## config.mk

```make
export PLATFORM = sky130hd
export DESIGN_NAME = instr_fetch_queue
export DESIGN_NICKNAME = d
export VERILOG_FILES = /design/src/rtl/instr_fetch_queue.sv
export SDC_FILE = /design/constraint.sdc
export NUM_CORES = 1
export LEC_CHECK = 0
export ABC_AREA = 1
export CAP_MARGIN = 20
export CELL_PAD_IN_SITES_DETAIL_PLACEMENT = 1
export CELL_PAD_IN_SITES_GLOBAL_PLACEMENT = 1
export CORE_MARGIN = 3
export CORE_UTILIZATION = 43
export CTS_CLUSTER_SIZE = 20
export DETAILED_ROUTE_END_ITERATION = 8
export HOLD_SLACK_MARGIN = 0.1
export PLACE_DENSITY = 0.87
export SYNTH_ARGS = -nofsm -noshare
export SYNTH_HDL_FRONTEND = slang
export SYNTH_SLANG_ARGS = --single-unit
```

## constraint.sdc

```tcl
create_clock -name clk -period 2.7 [get_ports clk]
set_input_delay 0.54 -clock clk [delete_from_list [all_inputs] [get_ports clk]]
set_output_delay 0.54 -clock clk [all_outputs]
set_load 0.03 [all_outputs]
```

## src/rtl/instr_fetch_queue.sv

```systemverilog
// instr_fetch_queue
//   Decoupled instruction fetch stage. Walks a sequential fetch PC, issues
//   one request at a time to a variable-latency instruction memory over a
//   req/ack handshake, and buffers returned {pc, inst} pairs in a DEPTH-entry
//   FIFO that decode drains through a valid/ready handshake. A redirect
//   flushes the FIFO and restarts fetch at redirect_pc. A request that is
//   still outstanding when the redirect arrives is never abandoned; its data
//   is discarded when it is eventually acknowledged.
//
// Ports
//   clk          clock, rising edge
//   rst          asynchronous reset, active low
//   mem_req      fetch request (registered, held until mem_ack)
//   mem_addr     fetch address (registered, held with mem_req)
//   mem_ack      memory accepts the request and returns mem_rdata this cycle
//   mem_rdata    returned instruction word
//   redirect     one-cycle pulse: flush and restart at redirect_pc
//   redirect_pc  new fetch address
//   inst_valid   FIFO head valid
//   inst         head instruction
//   inst_pc      PC of head instruction
//   inst_ready   decode consumes the head when inst_valid & inst_ready
module instr_fetch_queue #(
  parameter int                    ADDR_WIDTH = 32,
  parameter int                    INST_WIDTH = 32,
  parameter int                    DEPTH      = 4,
  parameter logic [ADDR_WIDTH-1:0] RESET_PC   = '0
) (
  input  logic                  clk,
  input  logic                  rst,
  output logic                  mem_req,
  output logic [ADDR_WIDTH-1:0] mem_addr,
  input  logic                  mem_ack,
  input  logic [INST_WIDTH-1:0] mem_rdata,
  input  logic                  redirect,
  input  logic [ADDR_WIDTH-1:0] redirect_pc,
  output logic                  inst_valid,
  output logic [INST_WIDTH-1:0] inst,
  output logic [ADDR_WIDTH-1:0] inst_pc,
  input  logic                  inst_ready
);

  localparam int PTR_W = (DEPTH > 1) ? $clog2(DEPTH) : 1;
  localparam int CNT_W = PTR_W + 1;

  // mem_req_reg doubles as the in-flight flag: a request is outstanding
  // exactly while mem_req is high.
  logic                  mem_req_reg,  mem_req_next;
  logic [ADDR_WIDTH-1:0] mem_addr_reg, mem_addr_next;
  logic [ADDR_WIDTH-1:0] fetch_pc_reg, fetch_pc_next;
  logic [CNT_W-1:0]      count_reg,    count_next;
  logic [PTR_W-1:0]      rd_ptr_reg,   rd_ptr_next;
  logic [PTR_W-1:0]      wr_ptr_reg,   wr_ptr_next;
  logic                  drop_reg,     drop_next;

  logic [ADDR_WIDTH-1:0] pc_mem   [DEPTH];
  logic [INST_WIDTH-1:0] inst_mem [DEPTH];

  logic accept;  // handshake completes this cycle
  logic hold;    // request outstanding and not acked: must keep holding it
  logic push;
  logic pop;

  always_comb begin
    accept = mem_req_reg & mem_ack;
    hold   = mem_req_reg & ~mem_ack;
    // Redirect wins over both FIFO operations.
    push   = accept & ~drop_reg & ~redirect;
    pop    = (count_reg != '0) & inst_ready & ~redirect;

    count_next  = count_reg + CNT_W'(push) - CNT_W'(pop);
    rd_ptr_next = rd_ptr_reg + PTR_W'(pop);
    wr_ptr_next = wr_ptr_reg + PTR_W'(push);
    if (redirect) begin
      count_next  = '0;
      rd_ptr_next = '0;
      wr_ptr_next = '0;
    end

    // A dropped ack belongs to the pre-redirect stream, so it must not
    // advance the PC that already points at the redirect target.
    fetch_pc_next = fetch_pc_reg;
    if (redirect)
      fetch_pc_next = redirect_pc;
    else if (accept & ~drop_reg)
      fetch_pc_next = fetch_pc_reg + ADDR_WIDTH'(4);

    // Only an un-acked outstanding request needs its data dropped later.
    if (redirect)
      drop_next = hold;
    else
      drop_next = drop_reg & ~accept;

    // A new request reserves a FIFO slot, so it is raised only when the
    // post-update occupancy leaves room for its data.
    mem_req_next  = hold | (count_next < CNT_W'(DEPTH));
    mem_addr_next = hold ? mem_addr_reg : fetch_pc_next;
  end

  always_ff @(posedge clk or negedge rst) begin
    if (!rst) begin
      mem_req_reg  <= 1'b0;
      mem_addr_reg <= RESET_PC;
      fetch_pc_reg <= RESET_PC;
      count_reg    <= '0;
      rd_ptr_reg   <= '0;
      wr_ptr_reg   <= '0;
      drop_reg     <= 1'b0;
    end else begin
      mem_req_reg  <= mem_req_next;
      mem_addr_reg <= mem_addr_next;
      fetch_pc_reg <= fetch_pc_next;
      count_reg    <= count_next;
      rd_ptr_reg   <= rd_ptr_next;
      wr_ptr_reg   <= wr_ptr_next;
      drop_reg     <= drop_next;
    end
  end

  // FIFO storage, one register pair per entry. Entries are reset so the
  // head outputs read as zero out of reset.
  generate
    for (genvar gi = 0; gi < DEPTH; gi++) begin : g_entry
      logic [ADDR_WIDTH-1:0] pc_reg;
      logic [INST_WIDTH-1:0] inst_reg;

      always_ff @(posedge clk or negedge rst) begin
        if (!rst) begin
          pc_reg   <= '0;
          inst_reg <= '0;
        end else if (push && (wr_ptr_reg == PTR_W'(gi))) begin
          pc_reg   <= mem_addr_reg;
          inst_reg <= mem_rdata;
        end
      end

      assign pc_mem[gi]   = pc_reg;
      assign inst_mem[gi] = inst_reg;
    end
  endgenerate

  assign mem_req    = mem_req_reg;
  assign mem_addr   = mem_addr_reg;
  assign inst_valid = (count_reg != '0);
  assign inst       = inst_mem[rd_ptr_reg];
  assign inst_pc    = pc_mem[rd_ptr_reg];

endmodule

```

==> impl_metrics.tcl <==
set metrics [dict create \
    detail_route.iter0.violations 802 \
    vias 12858 \
    finalSetupViolCount 0 \
    p_leak_nw 8.63 \
    synth_cells 1742 \
    dr_wl_met3_um 2280 \
    grt_pass1_wl_um 76700 \
    layout_common_cells "nand2_1, o21ai_0, dfrtp_1" \
    cp.arrival_ns 2.10 \
    hold_class "flip-flop to flip-flop" \
    endpoint_kind "output pin" \
    rsz0062_at_grt "yes" \
    core_um2 34000 \
    clk_pin_slew_ns 0.06 \
    htreeDepth 2 \
    critPathRequiredTime_ns 2.16 \
    period_minus_slack_ns 2.64 \
    finalHoldViolCount 0 \
    status "finished, final reports clean" \
    final_nets 1954 \
    wl_per_cell_um 20.1 \
    clockRootBuffer "clkbuf_16" \
    criticalPathCategory "flip-flop to output pin" \
    final_cells 2350 \
    cts_sinks 329 \
    globalplace.congestion 0.847 \
    grt_use_total_pct 24.9 \
    cts_tree "yes" \
    seqPwrFrac_pct 37.6 \
    grt_pass1_vias 14141 \
    ios 167 \
    die_y_um 193 \
    clockBufferDepth 3 \
    drv_slew 0 \
    die_area_um2 37400 \
    worstPathMaxFanout 48 \
    port_buffers 166 \
    dr.pass1.iters 5 \
    drtAntennaViolNets 0 \
    synthToLayoutAreaGrowth_pct 20.2 \
    cts-buffers-inserted 36 \
    clkPwrFrac_pct 25.9 \
    grt_overflow_total 0 \
    top_layer "met4" \
    peakVddDrop_mv 0.744 \
    antenna-diode-count 0 \
    drv_cap 0 \
    place_area_um2 16900 \
    fin_skew_ns 0.0237 \
    rows 67 \
    synth.yosys.seq_area_share_pct 54.6 \
    switching_share_pct 39.2 \
    initial_core_util_pct 44.3 \
    synth_cell_type_count 36 \
    grt_max_degree 83 \
    die_width_um 193 \
    yosys_warnings 0 \
    hpwl_um 30700 \
    worstMarginPinSlew_ns 0.620 \
    drc_errors 0 \
    clock_latency_ns 0.52 \
    syn_nets 1817 \
    placed_cells 2287 \
    finalCritPeriodShare_pct 97.9 \
    antenna_found_initial 0 \
    cellPowerDensity_nw_per_um2 1030 \
    max_clock_freq_mhz 378 \
    slew_headroom_pct 58.6 \
    synth_area_um2 15100 \
    power.switching_w 0.00733 \
    startpoint_type "flip-flop" \
    pre_cts_ws_ns 0.0630 \
    final_area_um2 18100 \
    wl_met2_um 23700 \
    synth-seq-cells 329 \
    drive_gt1_share_pct 11.3 \
    setup_ws_ns 0.0568 \
    syn_avg_cell_area_um2 8.66 \
    wl_um 47300 \
    combPwrFrac_pct 36.5 \
    layout_commonest_cell "nand2_1" \
    via_per_inst 5.47 \
    wl_met1_um 19700 \
    internal_power_w 0.0114 \
]
## power by group through the flow
stage                     clock (W)  sequential, W  combinational, W
final                       0.00485        0.00703           0.00683
after global routing        0.00515        0.00717           0.00744
after CTS                   0.00493        0.00701           0.00685
after detailed placement          0        0.00706           0.00686
after global placement            0        0.00698           0.00666
after floorplan                   0        0.00707           0.00390
## routing by layer
layer | up-vias | track usage [%]
met1 | 6470 | 31.6
li1 | 5980 | -
met2 | 317 | 43.6
met3 | 91 | 4.00
met4 | 0 | 8.47
met5 | - | 0
## cells in the mapped netlist
| cell type | number | area share, % |
|---|---|---|
| a21boi_1 | 7 | 0.35 |
| nand4_1 | 6 | 0.25 |
| nor2_4 | 6 | 0.45 |
| or2_0 | 1 | 0.041 |
| dfrtp_1 | 329 | 55 |
| nand3b_1 | 2 | 0.099 |
| clkbuf_1 | 42 | 1.0 |
| a21boi_0 | 2 | 0.099 |
| buf_1 | 1 | 0.025 |
| nand3_2 | 6 | 0.40 |
| nor2_8 | 1 | 0.13 |
| fa_1 | 1 | 0.13 |
| ha_1 | 5 | 0.41 |
| nand3_1 | 42 | 1.4 |
| buf_6 | 50 | 3.7 |
| a21oi_1 | 3 | 0.099 |
| o21ai_0 | 344 | 11 |
| nor3_1 | 1 | 0.033 |
| o21ai_1 | 69 | 2.3 |
| nor2_1 | 160 | 4.0 |
| o22ai_1 | 64 | 2.7 |
| clkinv_1 | 1 | 0.025 |
| nand2_2 | 4 | 0.17 |
| or2_2 | 11 | 0.46 |
| xor2_1 | 5 | 0.29 |
| o21ai_2 | 7 | 0.41 |
| nand3_4 | 2 | 0.23 |
| clkbuf_2 | 1 | 0.033 |
| inv_1 | 114 | 2.8 |
| a21oi_2 | 1 | 0.058 |
| inv_2 | 2 | 0.050 |
| nor2_2 | 9 | 0.37 |
| nand2_1 | 417 | 10 |
| nand2_4 | 2 | 0.15 |
| buf_2 | 18 | 0.60 |
| xnor2_1 | 6 | 0.35 |
## area by class of cell
class | count | area (µm²)
Sequential cell | 329 | 8240
Fill cell | 3985 | 15900
Tap cell | 448 | 561
Multi-Input combinational cell | 1184 | 5670
Timing Repair Buffer | 211 | 2080
Clock buffer | 49 | 1020
Inverter | 117 | 442
Clock inverter | 12 | 128
## path summary, 6_finish.rpt
kind / slack [ns] / endpoint / start / depth (start not counted)
worst max-delay path: 0.06 / inst_pc[4] / rd_ptr_reg[0] / 5
worst min-delay path: 0.48 / g_entry[2].pc_reg[23] / g_entry[2].pc_reg[23] / 2
worst max register to register: 0.35 / mem_req / count_reg[1] / 10
worst min register to register: 0.48 / g_entry[2].pc_reg[23] / g_entry[2].pc_reg[23] / 2
max in group asynchronous: 1.24 / mem_addr[16] / rst / 4
min in group asynchronous: 0.54 / g_entry[0].inst_reg[15] / rst / 2
## metrics by stage
stage / total power, W / TNS (ns) / util [%] / hold WS, ns
finish: 0.0187 / 0 / 53.3 / 0.482
floorplan: 0.0110 / 0 / - / 0.244
CTS: 0.0188 / -1.07 / 53.2 / 0.483
detailed placement: 0.0139 / 0 / 49.7 / 0.468
global placement: 0.0136 / 0 / 49.7 / 0.457
global route: 0.0198 / -0.0118 / 53.3 / 0.494
## cell families (layout without fill, tap and decap cells)
family | after synthesis | count (layout) | share of synthesized area, %
simple gates | 670 | 670 | 18.5
compound gates | 497 | 497 | 17.4
flops | 329 | 329 | 54.6
buf+inv | 229 | 389 | 8.34
xor+xnor | 11 | 11 | 0.639
fa+ha+maj | 6 | 6 | 0.547
## what timing repair did
item,4_1_cts,5_1_grt
hold endpoints to repair,48,0
resized for setup,42,33
buffers inserted,0,0
pin swaps,0,2
gates cloned,0,1
setup endpoints to repair,49,43
hold buffers,1,0
## worst max-delay path: stages (launching register included)
cell and delay (ns):
dfrtp_4 0.53, inv_4 0.15, buf_12 0.24, o21ai_0 0.13
o22ai_1 0.28, buf_4 0.23
(Power assumes the default switching activity.)
